--- src/rtl/lfsr_gen.sv ---
// lfsr_gen: parametrised Galois LFSR word source with a valid/ready output
// stream, runtime seed load and period-wrap detection. out_data is the
// registered LFSR state, and it advances by STEPS shifts on each accepted word.
module lfsr_gen #(
    parameter int              WIDTH = 32,
    parameter logic [63:0]     TAPS  = 64'h0000_0000_0040_0007,
    parameter logic [WIDTH-1:0] SEED = {WIDTH{1'b1}},
    parameter int              STEPS = 1,
    parameter int              CNT_W = 16
) (
    input  logic             clk,
    input  logic             rstn,
    input  logic             seed_load,
    input  logic [WIDTH-1:0] seed_in,
    output logic             out_valid,
    input  logic             out_ready,
    output logic [WIDTH-1:0] out_data,
    output logic             wrap,
    output logic [CNT_W-1:0] word_cnt
);

    // Feedback mask trimmed to the state width. Bit 0 must be set so the
    // feedback bit always re-enters at the bottom of the register.
    localparam logic [WIDTH-1:0] TAP_MASK = TAPS[WIDTH-1:0];

    // Stream handshake: a word transfers on a rising edge where
    // out_valid && out_ready. While out_valid is high and the word is not
    // taken, out_data and out_valid stay put. out_valid only falls on reset or
    // seed load. out_ready is ignored while out_valid is low.

    logic [WIDTH-1:0] state_q;
    logic [WIDTH-1:0] start_q;
    logic             valid_q;
    logic             wrap_q;
    logic [CNT_W-1:0] cnt_q;

    logic [WIDTH-1:0] next_state;
    logic [WIDTH-1:0] eff_seed;
    logic             xfer;

    // One Galois shift: shift left, and fold the bit that fell out of the
    // top back in through the tap mask.
    function automatic logic [WIDTH-1:0] adv1(input logic [WIDTH-1:0] s);
        return {s[WIDTH-2:0], 1'b0} ^ (s[WIDTH-1] ? TAP_MASK : '0);
    endfunction

    // STEPS shifts in one cycle. The loop unrolls into a chain of XORs.
    function automatic logic [WIDTH-1:0] adv(input logic [WIDTH-1:0] s);
        logic [WIDTH-1:0] r;
        r = s;
        for (int i = 0; i < STEPS; i++) begin
            r = adv1(r);
        end
        return r;
    endfunction

    // Next LFSR word, the seed actually loaded, and the handshake decode.
    // A zero seed falls back to SEED, so the all-zero lock-up state can
    // never be loaded.
    always_comb begin
        next_state = adv(state_q);
        eff_seed   = (seed_in != '0) ? seed_in : SEED;
        xfer       = valid_q && out_ready;
    end

    // Priority: reset, then seed load (drops a coincident transfer), then
    // refilling out_valid, then advancing on a transfer, else hold.
    always_ff @(posedge clk) begin
        if (!rstn) begin
            state_q <= SEED;
            start_q <= SEED;
            valid_q <= 1'b0;
            cnt_q   <= '0;
            wrap_q  <= 1'b0;
        end else if (seed_load) begin
            state_q <= eff_seed;
            start_q <= eff_seed;
            valid_q <= 1'b0;
            cnt_q   <= '0;
            wrap_q  <= 1'b0;
        end else if (!valid_q) begin
            valid_q <= 1'b1;
            wrap_q  <= 1'b0;
        end else if (xfer) begin
            state_q <= next_state;
            cnt_q   <= cnt_q + 1'b1;
            wrap_q  <= (next_state == start_q);
        end else begin
            wrap_q  <= 1'b0;
        end
    end

    assign out_data  = state_q;
    assign out_valid = valid_q;
    assign wrap      = wrap_q;
    assign word_cnt  = cnt_q;

    // A stalled word must stay on the bus, unchanged, until it is taken.
    a_hold_stable: assert property (@(posedge clk) disable iff (!rstn)
        (out_valid && !out_ready && !seed_load) |=> (out_valid && $stable(out_data)));

endmodule
--- config.mk ---
export PLATFORM = sky130hd
export DESIGN_NAME = lfsr_gen
export DESIGN_NICKNAME = d
export VERILOG_FILES = /design/src/rtl/lfsr_gen.sv
export SDC_FILE = /design/constraint.sdc
export NUM_CORES = 1
export LEC_CHECK = 0
export CAP_MARGIN = 0
export CORE_AREA = 2 2 95 97
export CTS_CLUSTER_DIAMETER = 60
export DETAILED_ROUTE_END_ITERATION = 8
export DIE_AREA = 0 0 97 99
export PLACE_DENSITY = 0.79
export SYNTH_ARGS = -nofsm -noshare
export SYNTH_HDL_FRONTEND = slang
export SYNTH_SLANG_ARGS = --single-unit
--- constraint.sdc ---
create_clock -name clk -period 3.38 [get_ports clk]
set_clock_uncertainty 0.2 [all_clocks]
set_input_delay 0.845 -clock clk [delete_from_list [all_inputs] [get_ports clk]]
set_output_delay 0.845 -clock clk [all_outputs]
set_load 0.05 [all_outputs]
==> impl_metrics.yaml, run 1 <==
outcome:
  status: "completed"
worst_setup_path:
  cp_data_required_time_ns: 3.45
  worstPathMaxFanout: 13
  path_class: "in2reg"
  reg2reg_depth: 5
  start_kind: "input pin"
  cp.arrival_ns: 3.03
  endpoint_kind: "flip-flop"
grt:
  gr-usage-met1_pct: 29.2
  overflow: 0
  grt_util_all_layers_pct: 22.3
  met3_usage_pct: 4.26
  globalRouteMet2Util_pct: 36.1
  grt.busiest_layer: "met2"
  first_global_vias: 3616
  grt_max_degree: 66
  grt_pass1_wl_um: 17500
  antenna_found_initial: 0
pwr:
  peakVddDrop_mv: 0.192
  p_seq_share_pct: 47.6
  p_comb_share_pct: 16.8
  cellLeakagePower_nw: 1.92
  pwr-share-clk_pct: 35.6
  power.net_switching_uw: 619
  totalPowerFinal_mw: 2.24
  switching_share_pct: 27.7
  p_per_area_nw_per_um2: 454
  p_int_mw: 1.62
route:
  vias: 3723
  wl_per_cell_um: 16.4
  drtIter0Drc: 323
  wl_um: 10700
  drt-pass1-iter-count: 5
  drc: 0
  ant_nets: 0
  vias_per_cell: 5.70
synth:
  synthCells: 471
  netlist_area_sq_um: 3780
  syn-num-nets: 508
  yosys.area.top_type_share_pct: 43.5
  yosys-top-cells-count: "dfxtp_1, nand2_1, o21ai_0"
  yosys.area_share.xor_xnor_pct: 9.51
  synth_top_family_by_area: "simple AND/OR/NAND/NOR gates"
  ys.flop_type: "dfxtp_1"
  netlist_top_cells_area: "dfxtp_1, o21ai_0, xor2_1, nand2_1, a211oi_1"
  synth-async-reset-ratio_pct: 0
  ys_ff_latch: 82
  synth_compound_area_share_pct: 18.7
  synth_most_common_cell: "dfxtp_1"
  muxShareOfSynthArea_pct: 0
  synth_cell_type_count: 35
  ys_warn_count: 0
  synth_top_cell_by_area: "dfxtp_1"
  synth-edff-count: 0
  ys_seq_area_share_pct: 43.5
  synth_fa_ha_area_share_pct: 0.331
  syn_avg_cell_area_sq_um: 8.02
  synthSimpleGateAreaFrac_pct: 23.6
timing:
  post-route-min-period_ns: 2.96
  hold_ws_ns: 0.286
  final.setup.worst_slack_ns: 0.417
  max_slew_margin_pct: 58.8
  fmax_mhz: 337
  worstMarginPinSlew_ns: 0.612
  rsz0062_at_grt: "no"
  final_max_slew_viol_count: 0
  fin_crit_sh_pct: 87.7
  setup_viol: 0
  tns_ns: 0
  hold_viol_final: 0
placed_design:
  dp_hpwl_um: 7420
  place_congestion: 0.838
  io_buffers: 85
  post-place-ws_ns: 0.193
min_path:
  whs_path_depth: 2
  hold_path_class: "reg2reg"
clocking:
  cts-hold-fix-buffers: 0
  clock-sinks: 82
  cts_buffers: 9
  path_clk_slew_ns: 0.08
  cts-root-buf: "clkbuf_8"
  ctsHtreeMaxLevel: 3
  clock_path_buffers: 2
  post_cts_resize_count: 0
  cts_setup_buffers: 0
  cts_tree: "done"
  clkLatencyLatePin_ns: 0.35
final_layout:
  syn2layout_area_growth_pct: 30.4
  drive_gt1_share_pct: 5.87
  nNetsFinal: 578
  diodes: 0
floorplan:
  row_count: 34
  die_x_um: 97
  dieArea_sq_um: 9600
  die_y_um: 99
  core-area_sq_um: 8550
  start_util_pct: 44.2
  ios: 86
run:
  drv_cap: 0
state kept, by name (all words and copies together), names as in the netlist:
register   cells
out_data      32
start_q       32
word_cnt      16
wrap           1
out_valid      1
worst paths after layout:
| check | startpoint | endpoint | slack [ns] |
|---|---|---|---|
| min reg2reg | word_cnt[15] | word_cnt[15] | 0.29 |
| max | seed_in[24] | out_data[2] | 0.42 |
| max reg2reg | word_cnt[0] | word_cnt[12] | 1.30 |
| min | word_cnt[15] | word_cnt[15] | 0.29 |
placed cells by master (no fill, tap or decap), types with 5 or more instances in the layout:
cell / instances
a211oi_1: 31
a21oi_1: 12
and3_1: 30
buf_4: 9
clkbuf_8: 11
clkdlybuf4s50_1: 85
dfxtp_1: 82
inv_1: 5
nand2_1: 74
nor2_1: 41
nor4_1: 17
o21ai_0: 64
xnor2_1: 5
xor2_1: 36
cells by family after synthesis:
family | after synthesis
compound gates | 119
flops | 82
simple gates | 186
xor+xnor | 41
fa+ha+maj | 1
buf+inv | 42
power groups by stage:
| stage | Sequential (mW) | Clock [mW] | Combinational [mW] |
|---|---|---|---|
| after floorplan | 1.16 | 0 | 0.140 |
| after global placement | 1.08 | 0 | 0.366 |
| after detailed placement | 1.08 | 0 | 0.374 |
| after CTS | 1.06 | 0.805 | 0.375 |
| after global routing | 1.07 | 0.849 | 0.403 |
| final | 1.06 | 0.796 | 0.377 |
metrics by stage:
| step | utilization, % | std cells | cell area (sq um) |
|---|---|---|---|
| CTS | 57.6 | 653 | 4930 |
| finish | 57.6 | 653 | 4930 |
| floorplan | - | 471 | 3780 |
| global placement | 55.0 | 638 | 4710 |
| detailed placement | 55.0 | 638 | 4710 |
| global route | 57.6 | 653 | 4930 |
routing by layer:
metal  up-vias  share of wire [%]
li1       1789                  -
met1      1759                 44
met4         0                2.4
met3        22                6.5
met2       153                 47
met5         -                  0
area by class of cell:
type | instances | area (sq um)
well taps | 108 | 135
multi-input cells | 347 | 1970
inverters | 6 | 22.5
fillers | 748 | 3620
flip-flops and latches | 82 | 1640
clock buffers | 13 | 159
repair buffers | 95 | 938
clock inverters | 2 | 60.1
critical path, cell delays in order:
cell and delay [ns]:
clkdlybuf4s50_1 0.45, nor4_1 0.56, and4_1 0.58, buf_4 0.29
a211oi_1 0.11, o211ai_1 0.20
Power figures use the tool's default switching activity.
==> run 2: changes to the inputs <==
- CORE_AREA: 2 2 95 97 -> 2 2 116 118
- DIE_AREA: 0 0 97 99 -> 0 0 118 120
- HOLD_SLACK_MARGIN: unset -> 0.08
- PLACE_DENSITY: 0.79 -> 0.58
- SKIP_LAST_GASP: unset -> 1
==> run 2 against run 1 <==
Effect of this change:
- non-clock buffer count up 2
- utilization down 18 points
- via count down 1.6%
- critical path depth down 5
- sequential share of layout area down 1.3 points
- critical path type is now reg2out
- die area up 47%
- first-iteration DRC count down 36%
- combinational power about the same
- maximum frequency up 3.3%
- total power up 9.1%
- cell count up 11%
- sequential cell count unchanged
==> impl_metrics.yaml, run 2 (synthesis gave the netlist of run 1 again) <==
clocking:
  post_cts_resize_count: 0
  clock-sinks: 82
  path_clk_slew_ns: 0.06
  cts-hold-fix-buffers: 0
  cts_setup_buffers: 0
  ctsHtreeMaxLevel: 3
  cts_tree: "done"
  cts-root-buf: "clkbuf_16"
  clock_path_buffers: 2
  clkLatencyLatePin_ns: 0.34
  cts_buffers: 9
pwr:
  p_int_mw: 1.76
  pwr-share-clk_pct: 40.9
  power.net_switching_uw: 682
  p_seq_share_pct: 43.6
  p_comb_share_pct: 15.5
  peakVddDrop_mv: 0.230
  switching_share_pct: 27.9
  cellLeakagePower_nw: 1.98
  p_per_area_nw_per_um2: 476
  totalPowerFinal_mw: 2.44
worst_setup_path:
  cp.buffers_inverters: 1
  endpoint_kind: "output pin"
  r2r-start: "word_cnt[0]"
  cp.arrival_ns: 1.82
  worstPathMaxFanout: 9
  critPathTopFamily: "buffers and inverters"
  cp_data_required_time_ns: 2.33
  regToRegSetupSlack_ns: 1.26
  reg2reg_to: "word_cnt[12]"
  crit_chain: "clkdlybuf4s50_1"
  cp_slowest_cell: "clkdlybuf4s50_1"
  path_class: "reg2out"
  start_kind: "flip-flop"
  slowest_delay_ns: 0.89
  reg2reg_depth: 5
final_layout:
  diodes: 0
  syn2layout_area_growth_pct: 35.7
  final_cells: 724
  postLayoutCoreUtil_pct: 39.5
  nNetsFinal: 580
  layout_commonest_cell: "clkdlybuf4s50_1"
  final_cell_mix: "clkdlybuf4s50_1, dfxtp_1, nand2_1"
  nFillCells: 1307
  drive_gt1_share_pct: 6.75
route:
  vias: 3664
  drc: 0
  drt-pass1-iter-count: 4
  drtIter0Drc: 206
  vias_per_cell: 5.06
  wl_um: 11300
  wl_per_cell_um: 15.6
  ant_nets: 0
timing:
  tns_ns: 0
  fin_crit_sh_pct: 84.9
  final_max_slew_viol_count: 0
  rsz0062_at_grt: "no"
  hold_viol_final: 0
  worstMarginPinSlew_ns: 0.628
  fmax_mhz: 349
  max_slew_margin_pct: 57.8
  setup_viol: 0
  post-route-min-period_ns: 2.87
grt:
  overflow: 0
  grt_max_degree: 66
  first_global_vias: 3355
  antenna_found_initial: 0
  grt_util_all_layers_pct: 16.1
  grt_pass1_wl_um: 17800
min_path:
  whs_path_depth: 2
  holdPathEnd: "word_cnt[15]"
  hold_path_class: "reg2reg"
  worstHoldStart: "word_cnt[15]"
placed_design:
  dp_hpwl_um: 7800
  dp.cells: 708
  place_congestion: 0.784
  io_buffers: 85
floorplan:
  row_count: 42
  die_x_um: 118
  die_y_um: 120
  ios: 86
  start_util_pct: 29.1
  core-area_sq_um: 13000
  dieArea_sq_um: 14200
run:
  drv_cap: 0
outcome:
  status: "completed"
==> run 2: power by group through the flow <==
stage	sequential [mW]	combinational (mW)	clock, mW
floorplan	1.16	0.140	0
global placement	1.08	0.375	0
detailed placement	1.09	0.377	0
CTS	1.06	0.379	1.02
global route	1.07	0.407	1.07
finish	1.06	0.378	0.998
==> run 2: metal layers <==
metal	GRT usage, %	vias up	part of all wire [%]
met2	24.8	101	46
met1	21.4	1742	47
met4	7.83	0	2.8
met3	3.28	23	4.0
met5	0	-	0
li1	-	1798	-
==> run 2: how the worst max path moves through the flow <==
stage                 startpoint           end  cells past startpoint
detailed placement    seed_in[0]    start_q[8]                      6
finish              out_data[31]  out_data[31]                      1
CTS                 out_data[31]  out_data[31]                      1
global placement       out_ready  word_cnt[15]                      5
floorplan              out_ready  word_cnt[15]                      5
global route        out_data[31]  out_data[31]                      1
==> run 2: per-stage QoR <==
stage | worst slack (ns) | cell area [sq um] | hold WS, ns
finish | 0.511 | 5120 | 0.289
global route | 0.448 | 5120 | 0.305
CTS | 0.498 | 5120 | 0.287
detailed placement | 0.448 | 4820 | 0.277
global placement | 0.473 | 4820 | 0.287
floorplan | 1.04 | 3780 | 0.279
==> run 2: cell type report <==
| type | instances | area (sq um) | share of cell area [%] |
|---|---|---|---|
| clock buffer | 10 | 239 | 4.66 |
| inverter | 6 | 22.5 | 0.439 |
| clock inverter | 6 | 66.3 | 1.29 |
| timing repair buffer | 97 | 966 | 18.8 |
| tap | 176 | 220 | 4.30 |
| sequential | 82 | 1640 | 32.0 |
| multi-input combinational | 347 | 1970 | 38.4 |
==> run 3: changes to the inputs <==
- PLACE_DENSITY: 0.58 -> 0.6
- clock period: 3.38 -> 2.3 ns (I/O delays scaled with it)
==> run 3 against run 2 <==
Effect of this change:
- clock-buffer cell count up 1
- largest cell class unchanged
- critical path type unchanged
- hold slack worse by 0.0087 ns
- total power up 52%
- combinational power up 55%
- non-clock buffer count up 39
- sequential cell count unchanged
- utilization up 2.0 points
- setup slack worse by 0.47 ns
- wire length up 3.4%
- die area unchanged
==> impl_metrics.yaml, run 3 (synthesis gave the netlist of run 1 again) <==
worst_setup_path:
  path_class: "reg2out"
  start_kind: "flip-flop"
  endpoint_kind: "output pin"
  critPathTopFamily: "buffers and inverters"
  crit_chain: "clkdlybuf4s50_1"
  cp_data_required_time_ns: 1.52
  cp_slowest_cell: "clkdlybuf4s50_1"
  r2r-start: "word_cnt[2]"
  cp.buffers_inverters: 1
  slowest_delay_ns: 0.81
  cp.arrival_ns: 1.48
  worstPathMaxFanout: 3
  cp-startpoint: "word_cnt[15]"
floorplan:
  row_count: 42
  core-area_sq_um: 13000
  die_x_um: 118
  die_y_um: 120
  start_util_pct: 29.1
  dieArea_sq_um: 14200
  ios: 86
final_layout:
  final_cells: 763
  layout_commonest_cell: "buf_4"
  fin_area_sq_um: 5380
  syn2layout_area_growth_pct: 42.4
  nNetsFinal: 619
  diodes: 0
  final_cell_mix: "buf_4, dfxtp_1, nand2_1"
  postLayoutCoreUtil_pct: 41.4
  drive_gt1_share_pct: 21.5
  nFillCells: 1324
clocking:
  ctsHtreeMaxLevel: 3
  cts_tree: "done"
  cts-root-buf: "clkbuf_16"
  clock_path_buffers: 2
  cts_setup_buffers: 0
  cts-hold-fix-buffers: 0
  cts_buffers: 9
  clock-sinks: 82
  clkLatencyLatePin_ns: 0.34
  path_clk_slew_ns: 0.06
timing:
  hold_ws_ns: 0.280
  final_max_slew_viol_count: 0
  fin_crit_sh_pct: 98.2
  max_slew_margin_pct: 66.8
  rsz0062_at_grt: "no"
  post-route-min-period_ns: 2.26
  worstMarginPinSlew_ns: 0.494
  fmax_mhz: 443
  hold_viol_final: 0
  setup_viol: 0
outcome:
  status: "completed"
route:
  wl_um: 11700
  ant_nets: 0
  vias: 3772
  drc: 0
  wl_per_cell_um: 15.3
  drtIter0Drc: 286
  vias_per_cell: 4.94
  drt-pass1-iter-count: 4
grt:
  first_global_vias: 3740
  grt_pass1_wl_um: 19000
  antenna_found_initial: 0
  grt_max_degree: 39
  overflow: 0
  grt_util_all_layers_pct: 16.6
pwr:
  p_int_mw: 2.71
  cellLeakagePower_nw: 2.23
  peakVddDrop_mv: 0.417
  power.net_switching_uw: 992
  pwr-share-clk_pct: 41.8
  switching_share_pct: 26.8
  p_per_area_nw_per_um2: 689
  p_seq_share_pct: 42.3
  p_comb_share_pct: 15.8
min_path:
  worstHoldStart: "word_cnt[15]"
  hold_path_class: "reg2reg"
placed_design:
  io_buffers: 85
  dp_hpwl_um: 8190
  placed_cell_area_sq_um: 5000
  dp.cells: 746
  place_congestion: 0.872
run:
  drv_cap: 0
## run 3: cell count changes in the layout (fill, tap and decap cells not counted), sizes merged, moves of 2 or more
cell           previous run  this run
dlygate4sd2               0         3
buf                      12        96
clkdlybuf4s50            85        36
clkbuf                   10        12
clkinv                    6         3
## run 3: routing by layer
| layer | track usage, % | wire length (um) | part of all wire (%) | up-vias |
|---|---|---|---|---|
| met4 | 8.96 | 366 | 3.1 | 0 |
| met5 | 0 | 0 | 0 | - |
| met3 | 3.09 | 458 | 3.9 | 22 |
| met2 | 26.1 | 5430 | 46 | 84 |
| met1 | 21.7 | 5450 | 47 | 1786 |
| li1 | - | - | - | 1880 |
## run 3: area by class of cell
class,instances,area [sq um],area share [%]
flip-flops and latches,82,1640,30.5
inverters,6,22.5,0.419
well taps,176,220,4.09
clock inverters,5,77.6,1.44
multi-input cells,347,2000,37.3
clock buffers,11,243,4.51
repair buffers,136,1170,21.7
## run 3: repair_timing
item,CTS,global route
resized for setup,4,9
setup endpoints to repair,53,55
gates cloned,0,1
pin swaps,0,1
## run 3: path summary, 6_finish.rpt
| check | cells past startpoint | to | slack [ns] |
|---|---|---|---|
| worst min register to register | 2 | word_cnt[15] | 0.28 |
| worst max-delay path | 1 | word_cnt[15] | 0.04 |
| worst max register to register | 4 | word_cnt[15] | 0.32 |
| worst min-delay path | 2 | word_cnt[15] | 0.28 |
## run 3: per-stage QoR
stage	total power [mW]	setup TNS [ns]	setup WS (ns)
floorplan	1.91	0	0.0412
global placement	2.17	-21.35	-0.361
detailed placement	2.18	-23.36	-0.404
CTS	3.73	0	0.0110
global route	3.84	0	0.00616
finish	3.70	0	0.0405
## run 3: power by group through the flow
| stage | logic (mW) | clock network [mW] | registers (mW) |
|---|---|---|---|
| final | 0.587 | 1.55 | 1.57 |
| after global routing | 0.634 | 1.63 | 1.58 |
| after CTS | 0.587 | 1.58 | 1.57 |
| after detailed placement | 0.584 | 0 | 1.60 |
| after global placement | 0.578 | 0 | 1.60 |
| after floorplan | 0.206 | 0 | 1.71 |
